===== config.mk =====
export PLATFORM = sky130hd
export DESIGN_NAME = bp_fwd_lin_pipe
export DESIGN_NICKNAME = d
export VERILOG_FILES = /design/src/rtl/bp_fwd_lin_pipe.sv
export SDC_FILE = /design/constraint.sdc
export NUM_CORES = 1
export LEC_CHECK = 0
export ABC_AREA = 1
export BUFFER_PORTS_ARGS = -buffer_cell sky130_fd_sc_hd__buf_2
export CORE_ASPECT_RATIO = 1.75
export CORE_UTILIZATION = 42
export DETAILED_ROUTE_END_ITERATION = 10
export PLACE_DENSITY = 0.65
export SLEW_MARGIN = 0
export SYNTH_ARGS = -nofsm -noshare
export SYNTH_HDL_FRONTEND = slang
export SYNTH_SLANG_ARGS = --single-unit

===== constraint.sdc =====
create_clock -name clk -period 4 [get_ports clk]
set_input_delay 0.6 -clock clk [delete_from_list [all_inputs] [get_ports clk]]
set_output_delay 0.6 -clock clk [all_outputs]
set_load 0.03 [all_outputs]

===== src/rtl/bp_fwd_lin_pipe.sv =====
// bp_fwd_lin_pipe: masked Boyar-Peralta forward top linear layer, L lanes x d shares,
// computed share-wise (XOR only) and held in a registered valid/ready output stage.
//
// Parameters:
//   d  - share count (masking order + 1)
//   L  - S-box lanes per beat
// Ports:
//   clk, rst            - clock, asynchronous active-high reset
//   in_valid/in_ready   - input handshake
//   in_data  [8*d*L]    - bit i of lane l, share s at ((l*8+i)*d+s)
//   out_valid/out_ready - output handshake
//   out_data [27*d*L]   - t_k of lane l, share s at ((l*27+k-1)*d+s)
//   beat_cnt [16]       - completed output transfers, saturating at 0xFFFF
// Build option:
//   BP_FWD_SKID_EN defined   - 2-entry skid buffer (EMPTY/ONE/FULL), registered in_ready
//   BP_FWD_SKID_EN undefined - single output register, in_ready = ~out_valid | out_ready
module bp_fwd_lin_pipe #(
    parameter int d = 2,
    parameter int L = 1
) (
    input  logic              clk,
    input  logic              rst,
    input  logic              in_valid,
    output logic              in_ready,
    input  logic [8*d*L-1:0]  in_data,
    output logic              out_valid,
    input  logic              out_ready,
    output logic [27*d*L-1:0] out_data,
    output logic [15:0]       beat_cnt
);

    localparam int OW = 27 * d * L;

    typedef enum logic [1:0] {
        EMPTY = 2'd0,
        ONE   = 2'd1,
        FULL  = 2'd2
    } state_t;

    // Linear layer on one share of one byte. Only bits of a single share
    // enter here, so no gate can ever mix share indices.
    function automatic logic [26:0] lin_layer(input logic [7:0] x);
        logic [27:1] t;
        t[1]  = x[7] ^ x[4];
        t[2]  = x[7] ^ x[2];
        t[3]  = x[7] ^ x[1];
        t[4]  = x[4] ^ x[2];
        t[5]  = x[3] ^ x[1];
        t[6]  = t[1] ^ t[5];
        t[7]  = x[6] ^ x[5];
        t[8]  = x[0] ^ t[6];
        t[9]  = x[0] ^ t[7];
        t[10] = t[6] ^ t[7];
        t[11] = x[6] ^ x[2];
        t[12] = x[5] ^ x[2];
        t[13] = t[3] ^ t[4];
        t[14] = t[6] ^ t[11];
        t[15] = t[5] ^ t[11];
        t[16] = t[5] ^ t[12];
        t[17] = t[9] ^ t[16];
        t[18] = x[4] ^ x[0];
        t[19] = t[7] ^ t[18];
        t[20] = t[1] ^ t[19];
        t[21] = x[1] ^ x[0];
        t[22] = t[7] ^ t[21];
        t[23] = t[2] ^ t[22];
        t[24] = t[2] ^ t[10];
        t[25] = t[20] ^ t[17];
        t[26] = t[3] ^ t[16];
        t[27] = t[1] ^ t[12];
        return t;
    endfunction

    logic [OW-1:0] lin_res;

    for (genvar l = 0; l < L; l++) begin : g_lane
        for (genvar s = 0; s < d; s++) begin : g_share
            logic [7:0]  b;
            logic [26:0] t;
            for (genvar i = 0; i < 8; i++) begin : g_in
                assign b[i] = in_data[(l*8+i)*d+s];
            end
            assign t = lin_layer(b);
            for (genvar k = 0; k < 27; k++) begin : g_out
                assign lin_res[(l*27+k)*d+s] = t[k];
            end
        end
    end

    state_t        state_q;
    state_t        state_d;
    logic          in_xfer;
    logic          out_xfer;
    logic [OW-1:0] head_q;
    logic [15:0]   cnt_q;

    assign out_valid = (state_q != EMPTY);
    assign in_xfer   = in_valid & in_ready;
    assign out_xfer  = out_valid & out_ready;
    assign out_data  = head_q;
    assign beat_cnt  = cnt_q;

    always_ff @(posedge clk or posedge rst) begin
        if (rst) begin
            state_q <= EMPTY;
        end else begin
            state_q <= state_d;
        end
    end

    always_comb begin
        state_d = state_q;
        unique case (state_q)
            EMPTY: begin
                if (in_xfer) state_d = ONE;
            end
            ONE: begin
`ifdef BP_FWD_SKID_EN
                if (in_xfer && !out_xfer) state_d = FULL;
                else if (!in_xfer && out_xfer) state_d = EMPTY;
`else
                if (!in_xfer && out_xfer) state_d = EMPTY;
`endif
            end
`ifdef BP_FWD_SKID_EN
            FULL: begin
                if (out_xfer) state_d = ONE;
            end
`endif
            default: state_d = EMPTY;
        endcase
    end

`ifdef BP_FWD_SKID_EN
    logic          rdy_q;
    logic [OW-1:0] skid_q;

    // Registered ready: tracks the next state so it equals (state != FULL)
    // on every cycle after reset, and stays low while rst is held.
    always_ff @(posedge clk or posedge rst) begin
        if (rst) begin
            rdy_q <= 1'b0;
        end else begin
            rdy_q <= (state_d != FULL);
        end
    end

    assign in_ready = rdy_q;

    // head_q is the oldest beat; skid_q only ever holds the younger one
    // while the stage is FULL.
    always_ff @(posedge clk or posedge rst) begin
        if (rst) begin
            head_q <= '0;
            skid_q <= '0;
        end else begin
            if (state_q == FULL) begin
                if (out_xfer) head_q <= skid_q;
            end else if (in_xfer && (state_q == EMPTY || out_xfer)) begin
                head_q <= lin_res;
            end
            if (in_xfer && state_q == ONE && !out_xfer) begin
                skid_q <= lin_res;
            end
        end
    end
`else
    // Gated by rst so nothing is accepted while the stage is held in reset.
    assign in_ready = ~rst & (~out_valid | out_ready);

    always_ff @(posedge clk or posedge rst) begin
        if (rst) begin
            head_q <= '0;
        end else if (in_xfer) begin
            head_q <= lin_res;
        end
    end
`endif

    always_ff @(posedge clk or posedge rst) begin
        if (rst) begin
            cnt_q <= '0;
        end else if (out_xfer && cnt_q != 16'hFFFF) begin
            cnt_q <= cnt_q + 16'd1;
        end
    end

endmodule


==> flow_summary_export.csv <==
group,metric,value,unit
layout,drive_above_1_share,21.27,%
placement,gp_congestion,0.8161,
power,ir_worst_vdd,276.0,uV
route,via_per_inst,4.829,
layout,final_cell_mix,"213 x nand2_1, 91 x buf_2, 71 x dfrtp_1",
floorplanning,initial_core_util,43.36,%
layout,utilization,53.04,%
route,met2_length,4.906,mm
worst_setup_path,worstSetupPathType,"register to register",
timing,finalSetupViolations,0,
timing,max_slew_margin,46.55,%
floorplanning,die_h,127.2,um
grt,grt_overflow,0,
route,ant_nets,0,
floorplanning,dieWidth,73.52,um
route,dr_wl_met3,314,um
cts,cts_inserted_buffers,9,
route,avgRoutedWirePerCell,13.02,um
worst_setup_path,timing.rr.start,"state_q[0]",
layout,fin_area,4599,um^2
cts,cts.path.max_buffers,2,
placement,place_area,4289,um^2
worst_setup_path,r2r.worst_path.cells,8,
route,drtIter0Drc,166,
floorplanning,rows,45,
layout,nFillCells,883,
placement,port_buffers,91,
cts,htree_levels,3,
power,p_leak,2.521,nW
yosys,synth_fp_nets,509,
grt,grt_pass1_wl,15.09,mm
floorplanning,core_area,8671,um^2
timing,hold_violations,0,
flow_run,maxCapViolCount,0,
worst_setup_path,crit_fanout,60,
worst_setup_path,rrSetupSlack,2.09,ns
route,drc,0,
yosys,syn_inst,488,
cts,ctsHoldBuffers,0,
yosys,synth-seq-cells,71,
route,met1_length,3.748,mm
layout,antenna_cells,0,
worst_setup_path,cp-start-kind,"register",
route,wl,9.114,mm
grt,grt_usage,21.10,%
worst_setup_path,cp.arrival,2.12,ns
timing,slew_violations,0,
grt,antenna_found_initial,0,
timing,min_period,1.910,ns
timing,worstMarginPinSlew,0.7991,ns
grt,grt_max_degree,61,
cts,root_buffer,"clkbuf_16",
timing,final.period_utilization,47.75,%
layout,area_growth,22.33,%
grt,grt_pass1_vias,3277,
power,power_density,574.0,nW/um^2
layout,nNetsFinal,599,
route,dr.pass1.iters,4,
cts,cts_setup_buffers,0,
timing,max_freq,523.6,MHz
power,p_total,2.640,mW
worst_setup_path,r2r_end,"out_data[15]",
floorplanning,io_pins,92,
yosys,synth_cell_types,30,
yosys,avgSynthCellArea,7.705,um^2
yosys,synthTopCellsByArea,"dfrtp_1 47%, nand2_1 21%, xnor2_1 4.4%, nand3_1 4.4%, o21ai_0 4.4%",
route,via_count,3380,
cts,clk_latency,0.33,ns
timing,tns,0,ns
yosys,yosysWarningCount,0,
run_status,outcome,"complete, no violations",
yosys,yosysSeqAreaShare,47.25,%
cts,cts.sink_count,71,
route,highest_layer,"met4",
floorplanning,fp.dieArea,9349,um^2
timing,finalClockSkew,0.007487,ns
layout,layout_commonest_cell,"nand2_1",
layout,final_cells,700,
worst_setup_path,crit_required,4.21,ns
placement,placed_cells,684,
worst_hold_path,hp-class,"input pin to async pin",
placement,dp_hpwl,6.895,mm
cts,tritoncts,"yes",
yosys,synthesis.area,3760,um^2
cts,clk_pin_slew,0.05,ns
cts,ctsResizeCount,0,
yosys,synth.top_cell.area_share,47.25,%
yosys,yosys.area.top_type,"dfrtp_1",
worst_setup_path,critPathCaptureType,"register",
timing,rsz0062_at_grt,"no",
==> cell type report <==
| cell class | count | area [um^2] | share of cell area (%) |
|---|---|---|---|
| tap | 117 | 146.4 | 3.183 |
| timing repair buffer | 95 | 485.5 | 10.55 |
| sequential | 71 | 1777 | 38.63 |
| multi-input combinational | 364 | 1742 | 37.87 |
| clock inverter | 3 | 40.04 | 0.8705 |
| inverter | 37 | 138.9 | 3.020 |
| clock buffer | 13 | 270.3 | 5.876 |
==> stage by stage <==
stage	hold slack, ns	setup slack, ns
after floorplan	0.6512	1.603
after global placement	0.4621	1.795
after detailed placement	0.4645	1.738
after CTS	0.4262	2.062
after global routing	0.4774	1.872
final	0.4032	2.090
==> cells in the mapped netlist <==
| cell type | count |
|---|---|
| a21oi_1 | 3 |
| a21oi_4 | 1 |
| and2_1 | 3 |
| and2_2 | 1 |
| buf_2 | 9 |
| buf_4 | 2 |
| buf_6 | 3 |
| clkbuf_1 | 1 |
| clkbuf_2 | 1 |
| dfrtp_1 | 71 |
| ha_1 | 1 |
| inv_1 | 36 |
| inv_2 | 1 |
| nand2_1 | 213 |
| nand2_2 | 2 |
| nand2_4 | 2 |
| nand3_1 | 33 |
| nand3_2 | 1 |
| nand3b_1 | 1 |
| nand4_1 | 6 |
| nor2_1 | 19 |
| nor2_2 | 2 |
| nor3_4 | 1 |
| o21a_1 | 2 |
| o21ai_0 | 33 |
| o21ai_1 | 5 |
| or2_2 | 1 |
| xnor2_1 | 19 |
| xnor2_2 | 1 |
| xor2_1 | 14 |
==> worst max-delay path by stage <==
stage               startpoint  cells past startpoint  slack (ns)           end
floorplan                  rst                      1        1.60   beat_cnt[0]
global placement     out_ready                      8        1.79  out_data[15]
detailed placement   out_ready                      8        1.74  out_data[15]
CTS                 state_q[0]                      8        2.06  out_data[15]
global route        state_q[0]                      8        1.87  out_data[15]
finish              state_q[0]                      8        2.09  out_data[15]
==> metal layers <==
metal	vias to the layer above	track usage, %
met5	-	0
met4	0	8.710
met3	11	4.259
met2	73	37.18
met1	1587	24.25
li1	1709	-
==> worst max-delay path, stage by stage (launching register included) <==
cell,delay (ns)
dfrtp_1,0.36
inv_1,0.07
nor2_2,0.17
nor2_2,0.07
nand2_2,0.30
buf_4,0.51
o21ai_0,0.14
nand2_1,0.07
o21ai_0,0.08
==> registers in the layout (all words and copies together) (netlist names) <==
| register | cells |
|---|---|
| beat_cnt | 16 |
| out_data | 54 |
| state_q | 1 |
==> where the power goes <==
group	switching [mW]	internal, mW	total [mW]
clock	0.288	0.531	0.819
combinational	0.590	0.246	0.837
sequential	0.116	0.868	0.984
total	0.994	1.65	2.64
==> kinds of logic after synthesis <==
kind of cell,count (synthesis),share of synthesized area [%]
flip-flops,71,47.25
XOR/XNOR,34,8.120
AO/OA/AOI/OAI,44,6.289
buffers and inverters,53,6.422
AND/OR/NAND/NOR,285,31.58
adder cells (fa/ha/maj),1,0.3327
Power figures use the tool's default switching activity.
